==> src/rtl/mc_datapath.sv <==
// rtl/mc_datapath.sv - multi-cycle MIPS-I subset core on a single shared instruction/data memory port
module mc_datapath #(
    parameter logic [31:0] RESET_PC = 32'h0000_0000
) (
    input  logic        clk,
    input  logic        rst,
    output logic        mem_req,
    output logic        mem_we,
    output logic [31:0] mem_addr,
    output logic [31:0] mem_wdata,
    input  logic        mem_ready,
    input  logic [31:0] mem_rdata,
    output logic [31:0] pc,
    output logic        retire,
    output logic        halted
);
    typedef enum logic [2:0] {
        S_FETCH, S_DECODE, S_EXEC, S_MEM, S_WB, S_HALT
    } state_t;

    localparam logic [5:0] OP_RTYPE = 6'h00, OP_J = 6'h02, OP_JAL = 6'h03, OP_BEQ = 6'h04;
    localparam logic [5:0] OP_BNE = 6'h05, OP_ADDI = 6'h08, OP_LW = 6'h23, OP_SW = 6'h2B;
    localparam logic [5:0] FN_JR = 6'h08, FN_ADD = 6'h20, FN_SUB = 6'h22;
    localparam logic [5:0] FN_AND = 6'h24, FN_OR = 6'h25, FN_SLT = 6'h2A;

    state_t      state_q, state_d;
    logic [31:0] pc_q, pc_d, ir_q, ir_d, a_q, a_d, b_q, b_d;
    logic [31:0] alu_q, alu_d, mdr_q, mdr_d, target_q, target_d;
    logic [31:0] rf_q [32];
    logic [31:0] rf_d [32];

    logic        req, we, ret;
    logic [31:0] addr, wdata;
    logic        rf_we;
    logic [4:0]  rf_waddr;
    logic [31:0] rf_wdata;

    logic [5:0]  op, funct;
    logic [4:0]  rs, rt, rd;
    logic [31:0] sext_imm, r_result;
    logic        legal;

    assign op       = ir_q[31:26];
    assign rs       = ir_q[25:21];
    assign rt       = ir_q[20:16];
    assign rd       = ir_q[15:11];
    assign funct    = ir_q[5:0];
    assign sext_imm = {{16{ir_q[15]}}, ir_q[15:0]};

    always_comb begin
        legal = 1'b0;
        case (op)
            OP_RTYPE: legal = funct inside {FN_JR, FN_ADD, FN_SUB, FN_AND, FN_OR, FN_SLT};
            OP_J, OP_JAL, OP_BEQ, OP_BNE, OP_ADDI, OP_LW, OP_SW: legal = 1'b1;
            default:  legal = 1'b0;
        endcase
    end

    always_comb begin
        r_result = '0;
        case (funct)
            FN_ADD:  r_result = a_q + b_q;
            FN_SUB:  r_result = a_q - b_q;
            FN_AND:  r_result = a_q & b_q;
            FN_OR:   r_result = a_q | b_q;
            FN_SLT:  r_result = {31'b0, $signed(a_q) < $signed(b_q)};
            default: r_result = '0;
        endcase
    end

    always_comb begin
        state_d  = state_q;
        pc_d     = pc_q;
        ir_d     = ir_q;
        a_d      = a_q;
        b_d      = b_q;
        alu_d    = alu_q;
        mdr_d    = mdr_q;
        target_d = target_q;
        rf_we    = 1'b0;
        rf_waddr = rt;
        rf_wdata = alu_q;
        req      = 1'b0;
        we       = 1'b0;
        addr     = '0;
        wdata    = '0;
        ret      = 1'b0;
        case (state_q)
            S_FETCH: begin
                req  = 1'b1;
                addr = pc_q;
                if (mem_ready) begin
                    ir_d    = mem_rdata;
                    pc_d    = pc_q + 32'd4;
                    state_d = S_DECODE;
                end
            end
            S_DECODE: begin
                a_d      = rf_q[rs];
                b_d      = rf_q[rt];
                target_d = pc_q + {sext_imm[29:0], 2'b00};
                state_d  = legal ? S_EXEC : S_HALT;
            end
            S_EXEC: begin
                state_d = S_FETCH;
                case (op)
                    OP_RTYPE: begin
                        if (funct == FN_JR) begin
                            pc_d = a_q;
                            ret  = 1'b1;
                        end else begin
                            alu_d   = r_result;
                            state_d = S_WB;
                        end
                    end
                    OP_ADDI: begin
                        alu_d   = a_q + sext_imm;
                        state_d = S_WB;
                    end
                    OP_LW, OP_SW: begin
                        alu_d   = a_q + sext_imm;
                        state_d = S_MEM;
                    end
                    OP_BEQ, OP_BNE: begin
                        if ((a_q == b_q) == (op == OP_BEQ)) pc_d = target_q;
                        ret = 1'b1;
                    end
                    OP_J, OP_JAL: begin
                        pc_d = {pc_q[31:28], ir_q[25:0], 2'b00};
                        ret  = 1'b1;
                        // pc_q already holds the return address (instruction + 4)
                        if (op == OP_JAL) begin
                            rf_we    = 1'b1;
                            rf_waddr = 5'd31;
                            rf_wdata = pc_q;
                        end
                    end
                    default: state_d = S_HALT;
                endcase
            end
            S_MEM: begin
                req   = 1'b1;
                we    = (op == OP_SW);
                addr  = alu_q;
                wdata = b_q;
                if (mem_ready) begin
                    if (op == OP_SW) begin
                        ret     = 1'b1;
                        state_d = S_FETCH;
                    end else begin
                        mdr_d   = mem_rdata;
                        state_d = S_WB;
                    end
                end
            end
            S_WB: begin
                ret     = 1'b1;
                rf_we   = 1'b1;
                state_d = S_FETCH;
                if (op == OP_RTYPE) rf_waddr = rd;
                if (op == OP_LW) rf_wdata = mdr_q;
            end
            S_HALT:  state_d = S_HALT;
            default: state_d = S_HALT;
        endcase
        rf_d = rf_q;
        if (rf_we && rf_waddr != 5'd0) rf_d[rf_waddr] = rf_wdata;
    end

    always_ff @(posedge clk) begin
        if (rst) begin
            state_q  <= S_FETCH;
            pc_q     <= RESET_PC;
            ir_q     <= '0;
            a_q      <= '0;
            b_q      <= '0;
            alu_q    <= '0;
            mdr_q    <= '0;
            target_q <= '0;
            for (int i = 0; i < 32; i++) rf_q[i] <= '0;
        end else begin
            state_q  <= state_d;
            pc_q     <= pc_d;
            ir_q     <= ir_d;
            a_q      <= a_d;
            b_q      <= b_d;
            alu_q    <= alu_d;
            mdr_q    <= mdr_d;
            target_q <= target_d;
            rf_q     <= rf_d;
        end
    end

    assign mem_req   = req & ~rst;
    assign mem_we    = we & ~rst;
    assign mem_addr  = rst ? 32'd0 : addr;
    assign mem_wdata = rst ? 32'd0 : wdata;
    assign retire    = ret & ~rst;
    assign pc        = pc_q;
    assign halted    = (state_q == S_HALT);
endmodule

==> config.mk <==
export PLATFORM = sky130hd
export DESIGN_NAME = mc_datapath
export DESIGN_NICKNAME = d
export VERILOG_FILES = /design/src/rtl/mc_datapath.sv
export SDC_FILE = /design/constraint.sdc
export NUM_CORES = 2
export LEC_CHECK = 0
export CORE_MARGIN = 3
export CORE_UTILIZATION = 30
export CTS_CLUSTER_DIAMETER = 100
export DETAILED_ROUTE_END_ITERATION = 6
export DONT_BUFFER_PORTS = 1
export PLACE_DENSITY = 0.48
export SKIP_CTS_REPAIR_TIMING = 1
export SYNTH_ARGS = -nofsm -noshare
export SYNTH_HDL_FRONTEND = slang
export SYNTH_SLANG_ARGS = --single-unit
==> constraint.sdc <==
create_clock -name clk -period 4.2 [get_ports clk]
set_input_delay 0.84 -clock clk [delete_from_list [all_inputs] [get_ports clk]]
set_output_delay 0.84 -clock clk [all_outputs]
set_load 0.01 [all_outputs]
**Word-level counts from Yosys, hierarchy flattened**

Cells that the tools add are included.

- Register bits after elaboration: 1251

- Add/subtract/negate cells: 5
- Order comparisons: 5
- Eq/ne operators: 28
- Multiplexer cells: 47
- Bitwise gates (word level): 10
- Reductions and logical operators: 21

Operator list:

| cell | number |
|---|---|
| $bwmux W1024 | 1 |
| $mux W32 | 15 |
| $bmux W32 S5 | 2 |
| $pmux W32 S2 | 4 |
| $demux W32 S5 | 1 |
| $pmux W32 S5 | 1 |
| $add A32 B32 Y32 | 3 |
| $pmux W32 S3 | 1 |
| $eq A6 B6 Y1 const B | 7 |
| $add A32 B3 Y32 const B | 1 |
| $and A32 B32 Y32 | 1 |
| $eq A32 B32 Y1 | 1 |
| $lt A32 B32 Y1 | 1 |
| $or A32 B32 Y32 | 1 |
| $sub A32 B32 Y32 | 1 |
| $ge A6 B6 Y1 const B | 3 |
| $not A5 Y6 | 3 |
| $mux W3 | 5 |
| $mux W5 | 3 |
| $pmux W3 S5 | 1 |
| $eq A6 B2 Y1 const B | 2 |
| $eq A6 B3 Y1 const B | 2 |
| $eq A6 B4 Y1 const B | 2 |
| $pmux W3 S4 | 1 |
| 29 further kinds | 53 |

**Longest topological paths before layout**

- Depth after elaboration: 10
- Depth in mapped cells: 14

**Worst setup path after synthesis**

OpenSTA, ideal clock, no wires.

- Path kind: reg2reg
- Start: register ir_q[1]
- End: register target_q[26]
- Library setup time: 74 ps
- Arrival: 3184 ps
- Slack: 942 ps
- Stages on the path, launching flop included: 13
- Cells stage by stage: dfxtp_1 -> clkinv_1 -> clkbuf_1 -> fa_1 -> nor2b_1 -> o21bai_1 -> a31o_2 -> a21oi_1 -> o21ai_0 -> a31oi_1 -> a21oi_1 -> or4b_2 -> a31oi_1

- Word-level cells in the longest chain between the ends: 1

Ends and longest elaborated chain:

| element | line | source |
|---|---|---|
| start, declared | 27 | `logic [31:0] pc_q, pc_d, ir_q, ir_d, a_q, a_d, b_q, b_d;` |
| start signal, assigned | 184 | `ir_q <= ir_d;` |
| $add A32 B32 Y32 | 101 | `target_d = pc_q + {sext_imm[29:0], 2'b00};` |
| end signal, assigned | 189 | `target_q <= target_d;` |
| end, declared | 28 | `logic [31:0] alu_q, alu_d, mdr_q, mdr_d, target_q, target_d;` |

Every way passes these cells.
A chain may end at the register's enable or synchronous reset.

**Worst setup path after layout**

- Start: input rst
- End: output mem_wdata[10]

- Word-level cells in the longest chain between the ends: 1

Ends and longest elaborated chain:

| element | line | source |
|---|---|---|
| start, declared | 6 | `input logic rst,` |
| $mux W32 | 197 | `assign mem_wdata = rst ? 32'd0 : wdata;` |
| end, declared | 10 | `output logic [31:0] mem_wdata,` |

Every way passes these cells.

==> flow_summary.ini <==
[clocking]
path_clk_slew_ns = 0.06
cts_max_level = 4
cts_tree = yes
clock_latency_ns = 0.83
cts-buffers-inserted = 148
clk_path_buf_depth = 3
cts.sinks = 1251
cts_root_buf = clkbuf_16

[logic_synthesis]
synth-edff-count = 0
synth-adder-area-share_pct = 3.279
yosysTopAreaCellShare_pct = 36.79
yosys_register_bits = 1251
synth_xor_area_share_pct = 0.7333
ys_seq_area_share_pct = 36.79
synth_fp_nets = 7201
yosysUniqueCellTypes = 87
yosys-top-cells-area = dfxtp_1, mux4_2, a211oi_1
avgSynthCellArea_um2 = 9.740
synth_compound_area_share_pct = 20.21
async_flop_share_pct = 0
syn_area_mm2 = 0.06808
synth_ff_type = dfxtp_1
synth_mux_area_share_pct = 21.76
yosys.area_share.simple_pct = 12.23
synth_top_family_by_area = multiplexers
synth_area_leader_cell = dfxtp_1
yosysWarnings = 0
syn_inst = 6990

[status]
status = finished clean

[sta]
fin_crit_sh_pct = 95.49
grt_setup_unrepaired = false
slew_headroom_pct = 20.66
max_freq_mhz = 249.3
timing.setup.tns_ns = 0
layout_min_cycle_time_ns = 4.011
final-setup-viol-count = 0
hold_viol = 0
fin_skew_ns = 0.03659
fin_ws_ns = 0.1893
final-max-slew-violation-count = 0
tightestPinTransition_ns = 1.190

[routing]
antenna_left = 0
vias_per_cell = 5.834
route.detailed.drc = 0
drtIter0Drc = 6079
routed_wl_mm = 280.8
first_pass_iters = 6
vias = 57738
wl_per_cell_um = 28.37

[cells_and_area]
fin_nets = 6991
mostFrequentLayoutCell = nor2_1
multi_input_area_mm2 = 0.04006
final.fill_count = 22811
final_cell_mix = nor2_1, dfxtp_1, a211oi_1
drive_gt1_share_pct = 19.95
regArea_mm2 = 0.02508
area_growth_pct = 14.88

[critical_path]
r2r_end = alu_q[30]
setup.worst_path.end_class = output pin
reg2regPathDepth = 12
r2r_start = b_q[6]
path_class = in -> out
cp-start-kind = input port
cp.required_ns = 3.36
rrSetupSlack_ns = 0.22
worstPathMaxFanout = 224
critPathArrivalTime_ns = 3.17

[hold_path]
hp-start = rst
min_to = rf_q[600]
hold_depth = 1
hold_path.class = in -> reg

[placement]
port_buffers = 0
place.gp.congestion = 0.9528
hpwl_mm = 185.0
place_ws_ns = 0.2697

[die]
die_x_um = 482.4
floorplan.rows = 174
fp.coreArea_mm2 = 0.2253
die_h_um = 482.4
io_pins = 135
start_util_pct = 30.21
die-area_mm2 = 0.2327

[power]
leakagePower_nw = 24.52
power.density_mw_per_mm2 = 433.8
max-vdd-ir-drop_mv = 0.3382

[job]
drv_cap = 0

[grt]
grt_pass1_wl_mm = 403.9
overflow = 0
antenna_found_initial = 13
grt_pass1_vias = 55438
track_usage_pct = 23.37
grt_max_degree = 1297
[logic make-up after synthesis]
logic type,after synthesis
AOI/OAI and AO/OA,1962
xor gates and xnor gates,57
adders and majority gates,176
buffers and inverters,866
DFF,1251
muxes,680
and+or+nand+nor,1998
[final cells by class]
type | count | area share (%)
Inverter | 124 | 0.6015
Clock buffer | 224 | 5.654
Sequential cell | 1251 | 32.06
Timing Repair Buffer | 382 | 4.879
Clock inverter | 43 | 0.7775
Antenna cell | 7 | 0.02240
Tap cell | 2992 | 4.787
Multi-Input combinational cell | 4873 | 51.22
[report_power, final]
group	total (W)	internal, W	switching [W]
clock	0.0134	0.00767	0.00570
sequential	0.0127	0.0122	0.000526
combinational	0.00787	0.00267	0.00519
total	0.0339	0.0225	0.0114
[sequential cells by signal, indices dropped and copies added (netlist names)]
signal	count
mdr_q	32
target_q	32
b_q	32
rf_q	1024
alu_q	32
ir_q	32
a_q	32
state_q	3
pc	32
[worst max-delay path, cell delays in order]
cell	delay [ns]
buf_16	0.47
buf_16	0.48
buf_16	0.56
nor3_2	0.16
buf_4	0.22
[cells in the mapped netlist, drive strengths merged (6+ instances only)]
library cell,n
nor2,1276
dfxtp,1251
a211oi,1062
mux4,640
clkbuf,573
nand2,389
a21oi,325
ha,172
buf,169
o21ai,168
inv,122
nor3,84
a22oi,57
nor2b,53
nand3,51
xnor2,43
a311oi,42
mux2i,40
a21o,38
a22o,38
a31oi,27
nand4,24
o211ai,23
o21bai,21
and3,20
a221oi,19
nand2b,19
o31ai,18
and2,15
nor3b,15
o221ai,15
o22ai,15
o21a,14
xor2,14
or3,13
nor4,12
a2111oi,10
a211o,7
a21boi,7
a221o,7
a31o,6
o31a,6
or2,6
[how the worst max path moves through the flow]
stage	startpoint	end	cells after the start
2_1_floorplan	ir_q[1]	target_q[26]	12
3_3_place_gp	a_q[5]	alu_q[30]	13
3_5_place_dp	a_q[5]	alu_q[30]	13
4_1_cts	ir_q[28]	retire	6
5_1_grt	ir_q[28]	retire	6
6_report	rst	mem_wdata[10]	5
[per-layer routing]
metal / vias to the layer above / global-route usage [%] / wire (µm)
met1: 29056 / 32.27 / 123600
met2: 2341 / 37.03 / 128200
met4: 2 / 7.248 / 8655
met3: 455 / 4.239 / 20300
met5: - / 0 / 13
li1: 25884 / - / -
[metrics by stage]
stage	utilization (%)	area, µm²	cells	power (W)	hold slack, ns
final	34.71	78210	9896	0.03393	0.1016
after global routing	34.70	78190	9889	0.03513	0.05037
after CTS	34.61	77990	9882	0.03383	0.08153
after detailed placement	32.38	72960	9615	0.02044	0.4480
after global placement	32.38	72960	9615	0.02052	0.4385
after floorplan	-	68080	6990	0.01763	0.4316
No activity file was read; power rests on OpenSTA's default activity.
